**src/rtl/spi_ram_arb_pkg.sv**
```systemverilog
// -----------------------------------------------------------------------------
// spi_ram_arb_pkg
// Shared types and constants for the SPI RAM arbiter:
//   - state_t      : sequencer FSM states
//   - CMD_*        : 2-bit RAM command codes placed in ram_din[9:8]
//   - CMD_W/ADDR_W/DATA_W : command word and address/data widths
//   - make_cmd()   : packs a command code and payload into a RAM command word
// -----------------------------------------------------------------------------
package spi_ram_arb_pkg;

  localparam int CMD_W      = 10;
  localparam int ADDR_W     = 8;
  localparam int DATA_W     = 8;
  localparam int NUM_PORTS  = 2;
  localparam int RD_TIMEOUT_DEFAULT = 15;

  localparam logic [1:0] CMD_WR_ADDR = 2'b00;
  localparam logic [1:0] CMD_WR_DATA = 2'b01;
  localparam logic [1:0] CMD_RD_ADDR = 2'b10;
  localparam logic [1:0] CMD_RD_DATA = 2'b11;

  typedef enum logic [2:0] {
    IDLE    = 3'd0,
    ADDR    = 3'd1,
    DATA    = 3'd2,
    WAIT_RD = 3'd3,
    RESP    = 3'd4
  } state_t;

  function automatic logic [CMD_W-1:0] make_cmd(input logic [1:0]        code,
                                                input logic [DATA_W-1:0] payload);
    return {code, payload};
  endfunction

endpackage

```
**src/rtl/spi_ram_arbiter_arb_pick.sv**
```systemverilog
// -----------------------------------------------------------------------------
// arb_pick
// Combinational owner selection for the two-port RAM arbiter.
//   i_req        : pending requests, bit n = port n
//   i_last_grant : (RR_ARB_EN only) port granted most recently, 0 or 1
//   o_winner     : one-hot winning port, 0 when nothing is pending
// Macro RR_ARB_EN: defined -> round-robin on a tie (the port not granted last
// wins); undefined -> fixed priority, port 0 always wins a tie.
// -----------------------------------------------------------------------------
module arb_pick
  import spi_ram_arb_pkg::*;
(
  input  logic [NUM_PORTS-1:0] i_req,
`ifdef RR_ARB_EN
  input  logic                 i_last_grant,
`endif
  output logic [NUM_PORTS-1:0] o_winner
);

  always_comb begin
    // NOTE: every output of a combinational block gets a default first, so no
    // path through the block can leave it unassigned and infer a latch.
    o_winner = '0;
    if (i_req == 2'b11) begin
`ifdef RR_ARB_EN
      o_winner = i_last_grant ? 2'b01 : 2'b10;
`else
      o_winner = 2'b01;
`endif
    end else begin
      // Zero or one request pending: the request vector is already one-hot.
      o_winner = i_req;
    end
  end

endmodule

```
**src/rtl/spi_ram_arbiter.sv**
```systemverilog
// -----------------------------------------------------------------------------
// spi_ram_arbiter
// Two-requester sequencer/arbiter for the single-port RAM behind the SPI slave.
// A granted word request is expanded into an address command followed by a
// data command on ram_din; reads then wait for ram_tx_valid (or time out).
// Port 0 is the SPI-side requester, port 1 the local host/debug port.
//
// Ports:
//   clk, rst_n              clock; synchronous active-low reset
//   pN_req/we/addr/wdata    request from port N, held until pN_ack
//   pN_ack/rdata/err        one-cycle completion, read data, read timeout
//   ram_din, ram_rx_valid   RAM command word {cmd[1:0], payload[7:0]} + strobe
//   ram_dout, ram_tx_valid  RAM read data + strobe
//   grant                   one-hot owner of the current transaction
//
// Parameter RD_TIMEOUT: cycles in WAIT_RD without ram_tx_valid before a read
// completes with err = 1.
// Macro RR_ARB_EN: defined -> round-robin tie-break with a last-grant pointer;
// undefined -> fixed priority to port 0.
// -----------------------------------------------------------------------------
module spi_ram_arbiter
  import spi_ram_arb_pkg::*;
#(
  parameter int RD_TIMEOUT = RD_TIMEOUT_DEFAULT
) (
  input  logic              clk,
  input  logic              rst_n,

  input  logic              p0_req,
  input  logic              p0_we,
  input  logic [ADDR_W-1:0] p0_addr,
  input  logic [DATA_W-1:0] p0_wdata,
  output logic              p0_ack,
  output logic [DATA_W-1:0] p0_rdata,
  output logic              p0_err,

  input  logic              p1_req,
  input  logic              p1_we,
  input  logic [ADDR_W-1:0] p1_addr,
  input  logic [DATA_W-1:0] p1_wdata,
  output logic              p1_ack,
  output logic [DATA_W-1:0] p1_rdata,
  output logic              p1_err,

  output logic [CMD_W-1:0]  ram_din,
  output logic              ram_rx_valid,
  input  logic [DATA_W-1:0] ram_dout,
  input  logic              ram_tx_valid,

  output logic [1:0]        grant
);

  localparam int TMO_W = $clog2(RD_TIMEOUT + 1);

  state_t              r_state;
  logic [1:0]          r_grant;
  logic                r_we;
  logic [ADDR_W-1:0]   r_addr;
  logic [DATA_W-1:0]   r_wdata;
  logic [TMO_W-1:0]    r_tmo_cnt;

  logic [CMD_W-1:0]    r_ram_din;
  logic                r_ram_rx_valid;
  logic                r_p0_ack;
  logic                r_p1_ack;
  logic [DATA_W-1:0]   r_p0_rdata;
  logic [DATA_W-1:0]   r_p1_rdata;
  logic                r_p0_err;
  logic                r_p1_err;

  logic [1:0]          w_winner;
  logic                w_sel_we;
  logic [ADDR_W-1:0]   w_sel_addr;
  logic [DATA_W-1:0]   w_sel_wdata;
  logic [TMO_W-1:0]    w_tmo_next;
  logic                w_tmo_hit;
  logic                w_rd_done;
  logic [DATA_W-1:0]   w_rd_value;

`ifdef RR_ARB_EN
  // Port granted most recently; resets to port 1 so port 0 wins the first tie.
  logic                r_last_grant;

  arb_pick u_arb_pick (
    .i_req        ({p1_req, p0_req}),
    .i_last_grant (r_last_grant),
    .o_winner     (w_winner)
  );
`else
  arb_pick u_arb_pick (
    .i_req    ({p1_req, p0_req}),
    .o_winner (w_winner)
  );
`endif

  // Request fields of the winning port; only consumed in IDLE.
  assign w_sel_we    = w_winner[1] ? p1_we    : p0_we;
  assign w_sel_addr  = w_winner[1] ? p1_addr  : p0_addr;
  assign w_sel_wdata = w_winner[1] ? p1_wdata : p0_wdata;

  // The counter holds the number of WAIT_RD cycles already spent; the read is
  // errored on the edge where that count would reach RD_TIMEOUT.
  assign w_tmo_next = r_tmo_cnt + TMO_W'(1);
  assign w_tmo_hit  = (w_tmo_next == TMO_W'(RD_TIMEOUT));

  // RAM data wins over a timeout landing in the same cycle.
  assign w_rd_done  = ram_tx_valid | w_tmo_hit;
  assign w_rd_value = ram_tx_valid ? ram_dout : '0;

  // NOTE: all state below is updated with non-blocking assignments so every
  // register samples the pre-edge values, independent of statement order.
  always_ff @(posedge clk) begin
    if (!rst_n) begin
      r_state        <= IDLE;
      r_grant        <= '0;
      r_we           <= 1'b0;
      r_addr         <= '0;
      r_wdata        <= '0;
      r_tmo_cnt      <= '0;
      r_ram_din      <= '0;
      r_ram_rx_valid <= 1'b0;
      r_p0_ack       <= 1'b0;
      r_p1_ack       <= 1'b0;
      r_p0_rdata     <= '0;
      r_p1_rdata     <= '0;
      r_p0_err       <= 1'b0;
      r_p1_err       <= 1'b0;
`ifdef RR_ARB_EN
      r_last_grant   <= 1'b1;
`endif
    end else begin
      // Strobes are single-cycle unless a state re-asserts them.
      r_ram_rx_valid <= 1'b0;
      r_p0_ack       <= 1'b0;
      r_p1_ack       <= 1'b0;

      unique case (r_state)
        IDLE: begin
          if (|w_winner) begin
            r_grant        <= w_winner;
            r_we           <= w_sel_we;
            r_addr         <= w_sel_addr;
            r_wdata        <= w_sel_wdata;
            r_ram_rx_valid <= 1'b1;
            r_ram_din      <= make_cmd(w_sel_we ? CMD_WR_ADDR : CMD_RD_ADDR, w_sel_addr);
            r_state        <= ADDR;
`ifdef RR_ARB_EN
            r_last_grant   <= w_winner[1];
`endif
          end
        end

        ADDR: begin
          // Address was on the bus this cycle; present the data command next.
          r_ram_rx_valid <= 1'b1;
          r_ram_din      <= r_we ? make_cmd(CMD_WR_DATA, r_wdata)
                                 : make_cmd(CMD_RD_DATA, '0);
          r_state        <= DATA;
        end

        DATA: begin
          if (r_we) begin
            // Writes complete without a RAM response; rdata keeps its value.
            if (r_grant[0]) begin
              r_p0_ack <= 1'b1;
              r_p0_err <= 1'b0;
            end else begin
              r_p1_ack <= 1'b1;
              r_p1_err <= 1'b0;
            end
            r_state <= RESP;
          end else begin
            r_tmo_cnt <= '0;
            r_state   <= WAIT_RD;
          end
        end

        WAIT_RD: begin
          r_tmo_cnt <= w_tmo_next;
          if (w_rd_done) begin
            if (r_grant[0]) begin
              r_p0_ack   <= 1'b1;
              r_p0_rdata <= w_rd_value;
              r_p0_err   <= ~ram_tx_valid;
            end else begin
              r_p1_ack   <= 1'b1;
              r_p1_rdata <= w_rd_value;
              r_p1_err   <= ~ram_tx_valid;
            end
            r_state <= RESP;
          end
        end

        RESP: begin
          // Ack is high during this cycle; release ownership on the way out.
          r_grant <= '0;
          r_state <= IDLE;
        end

        default: begin
          r_grant <= '0;
          r_state <= IDLE;
        end
      endcase
    end
  end

  assign ram_din      = r_ram_din;
  assign ram_rx_valid = r_ram_rx_valid;
  assign grant        = r_grant;
  assign p0_ack       = r_p0_ack;
  assign p1_ack       = r_p1_ack;
  assign p0_rdata     = r_p0_rdata;
  assign p1_rdata     = r_p1_rdata;
  assign p0_err       = r_p0_err;
  assign p1_err       = r_p1_err;

endmodule

```
**config.mk**
```make
export PLATFORM = sky130hd
export DESIGN_NAME = spi_ram_arbiter
export DESIGN_NICKNAME = d
export VERILOG_FILES = /design/src/rtl/spi_ram_arb_pkg.sv /design/src/rtl/spi_ram_arbiter_arb_pick.sv /design/src/rtl/spi_ram_arbiter.sv
export SDC_FILE = /design/constraint.sdc
export NUM_CORES = 1
export LEC_CHECK = 0
export CAP_MARGIN = 10
export CORE_MARGIN = 3
export CORE_UTILIZATION = 30
export CTS_BUF_LIST = sky130_fd_sc_hd__clkbuf_4 sky130_fd_sc_hd__clkbuf_8
export DETAILED_ROUTE_END_ITERATION = 6
export RECOVER_POWER = 50
export SETUP_SLACK_MARGIN = 0.02
export SKIP_CTS_REPAIR_TIMING = 1
export SLEW_MARGIN = 10
export SYNTH_ARGS = -nofsm -noshare
export SYNTH_HDL_FRONTEND = slang
export SYNTH_HIERARCHICAL = 1
export SYNTH_SLANG_ARGS = --single-unit
export TNS_END_PERCENT = 100
```
**constraint.sdc**
```tcl
create_clock -name clk -period 1.8 [get_ports clk]
set_input_delay 0.18 -clock clk [delete_from_list [all_inputs] [get_ports clk]]
set_output_delay 0.18 -clock clk [all_outputs]
set_load 0.02 [all_outputs]
```
==> reports/results.ini <==
[logic_synthesis]
synth_top_cell_by_area=dfxtp_1
synth_top_area_share=0.4168
ys.warnings.count=6
netlist_instances=271
synth_nets=320
ys_ff_latch=49
syn_area_mm2=0.002354
synth_cell_types=41
synthFlopType=dfxtp_1
syn_avg_cell_area_um2=8.685
synth_area_leaders=dfxtp_1 (42%), mux2i_1 (6.0%), a31oi_1 (5.6%)
synth_edf_count=0
seq_area_frac_synth=0.4168
async_flop_share=0

[sta]
slew_headroom=0.7147
final_hold_viol_count=0
slew_viol_final=0
worst_pin_slew_ps=427.4
hold_slack_ps=460.8
finClkSkew_ps=5.316
setup-violations-final=0
fmax_ghz=0.5995
min_period_over_period=0.9266
worst_slack_ps=132.0
fin_crit_ps=1668
tns_ps=0
rsz0062_at_grt=false

[final_layout]
mostFrequentLayoutCell=clkdlybuf4s50_1
drive_gt1_frac=0.1299
nFillCells=719
n_antenna_cell=0
finalInstanceArea_mm2=0.003396
layout_common_cells=clkdlybuf4s50_1 (50), dfxtp_1 (49), nor2_1 (35)
syn2layout_area_growth_pct=44.29
layout.nets=402

[min_path]
hp-class=reg -> reg
min_from=grant[1]

[clocking]
clk_latency_ps=290
cts_buffer_depth=2
cts_buffers=5
clk_pin_slew_ps=90
clock-root-buffer=clkbuf_8
htreeDepth=2
cts_tree=built
clock_sinks=49

[drt]
wl_mm=6.320
drc=0
avgRoutedWirePerCell_um=13.95
drt_iter0_drc=79
via_count=2244
postRouteAntennaNets=0
firstDrtPassIters=4
viasPerCell=4.954

[critical_path]
path_max_fanout=8
crit_path_cell_trace=clkdlybuf4s50_1
path_buf_inv=1
crit_required_ps=1620
startpoint=grant[0]
crit_type=reg -> out
r2r-start=r_tmo_cnt[0]
max_stage_delay_ps=670
arrival_ps=1490
slowest_stage=clkdlybuf4s50_1
critPathTopFamily=buffers and inverters
worst_setup_path_start_kind=flop
end_kind=primary output

[grt]
grt_pass1_vias=2206
antenna_found_initial=0
track_usage=0.1427
grt_pass1_wl_mm=10.32
overflow=0
grt_start_max_net_pins=30

[placed_design]
dpl-instance-area_mm2=0.003301
port_buffers=79
globalplace.congestion=0.8171
post-place-ws_ps=22.41
hpwl_mm=4.596

[power_and_ir_drop]
power.leakage_nw=1.313
p_per_area_mw_per_mm2=840.2
vdd_drop_max_mv=0.3652

[run_status]
status=finished, final reports clean

[die]
core_area_mm2=0.007447
rows=31
num_io_pins=80
die-area_mm2=0.008943
die_x_um=94.57
initial_utilization=0.3160
chipHeight_um=94.57

[run]
maxCapViolations=0

-- tightest hold or removal path, cell delays in order (launching register included) --
cell and delay, ps:
dfxtp_1 320, nand2_1 50, a21oi_1 50
-- final timing paths --
check	end	slack (ps)	cells past startpoint
worst max-delay path	grant[0]	130	1
worst min-delay path	grant[1]	460	2
worst max register to register	p1_rdata[7]	170	6
worst min register to register	grant[1]	460	2
-- where the power goes --
part	switching (mW)	internal, mW	total [mW]
clock	0.361	0.469	0.830
sequential	0.0839	1.18	1.27
combinational	0.396	0.358	0.754
-- final cells by class --
class | count | area, µm² | area share
clock buffers | 7 | 90.09 | 0.02653
well taps | 99 | 123.9 | 0.03648
inverters | 4 | 15.01 | 0.004422
multi-input cells | 198 | 1239 | 0.3648
clock inverters | 1 | 30.03 | 0.008843
flip-flops and latches | 49 | 980.9 | 0.2889
repair buffers | 95 | 917.1 | 0.2701
-- logic make-up (layout without fill, tap and decap cells) --
kind of cell	after synthesis	count (layout)	synth area share
AND/OR/NAND/NOR	95	95	0.1988
AO/OA/AOI/OAI	77	77	0.2111
flip-flops	49	49	0.4168
multiplexers	24	24	0.1074
buffers and inverters	24	107	0.05528
adder cells (fa/ha/maj)	2	2	0.01063
-- flip-flops by register name, summed over array words and instances, names as in the netlist --
name	flops
r_wdata	8
p1_rdata	8
r_tmo_cnt	4
p0_rdata	8
r_state	3
p1_ack	1
ram_din	10
grant	2
r_we	1
p0_err	1
p0_ack	1
ram_rx_valid	1
p1_err	1
-- cell usage after synthesis, types with 2 or more instances --
library cell / instances
a31oi_1: 21
or2_2: 2
or3_1: 2
a211oi_2: 7
nand2_2: 2
nand3_1: 8
nand3b_1: 2
nand2_1: 23
buf_2: 5
nand4b_1: 2
nor2b_1: 4
dfxtp_1: 49
o21ai_1: 3
a211oi_1: 4
mux2i_1: 14
nand4_1: 5
o21ai_0: 23
inv_1: 3
buf_6: 4
ha_1: 2
nor2_1: 35
clkbuf_1: 9
nand2b_1: 3
mux2_2: 10
a21oi_1: 13
-- metal layers --
| metal | vias up | GRT usage | wire length, µm |
|---|---|---|---|
| li1 | 1136 | - | - |
| met1 | 1042 | 0.1950 | 3111 |
| met2 | 64 | 0.2246 | 2765 |
| met3 | 2 | 0.03904 | 418 |
| met4 | 0 | 0.03245 | 24 |
| met5 | - | 0 | 0 |
-- metrics by stage --
stage / util / cells / power [mW]
6_report: 0.4560 / 453 / 2.853
5_1_grt: 0.4560 / 453 / 3.008
4_1_cts: 0.4593 / 453 / 2.934
3_5_place_dp: 0.4432 / 445 / 2.098
3_3_place_gp: 0.4432 / 445 / 2.090
2_1_floorplan: - / 271 / 1.777
No activity file was read; power rests on OpenSTA's default activity.
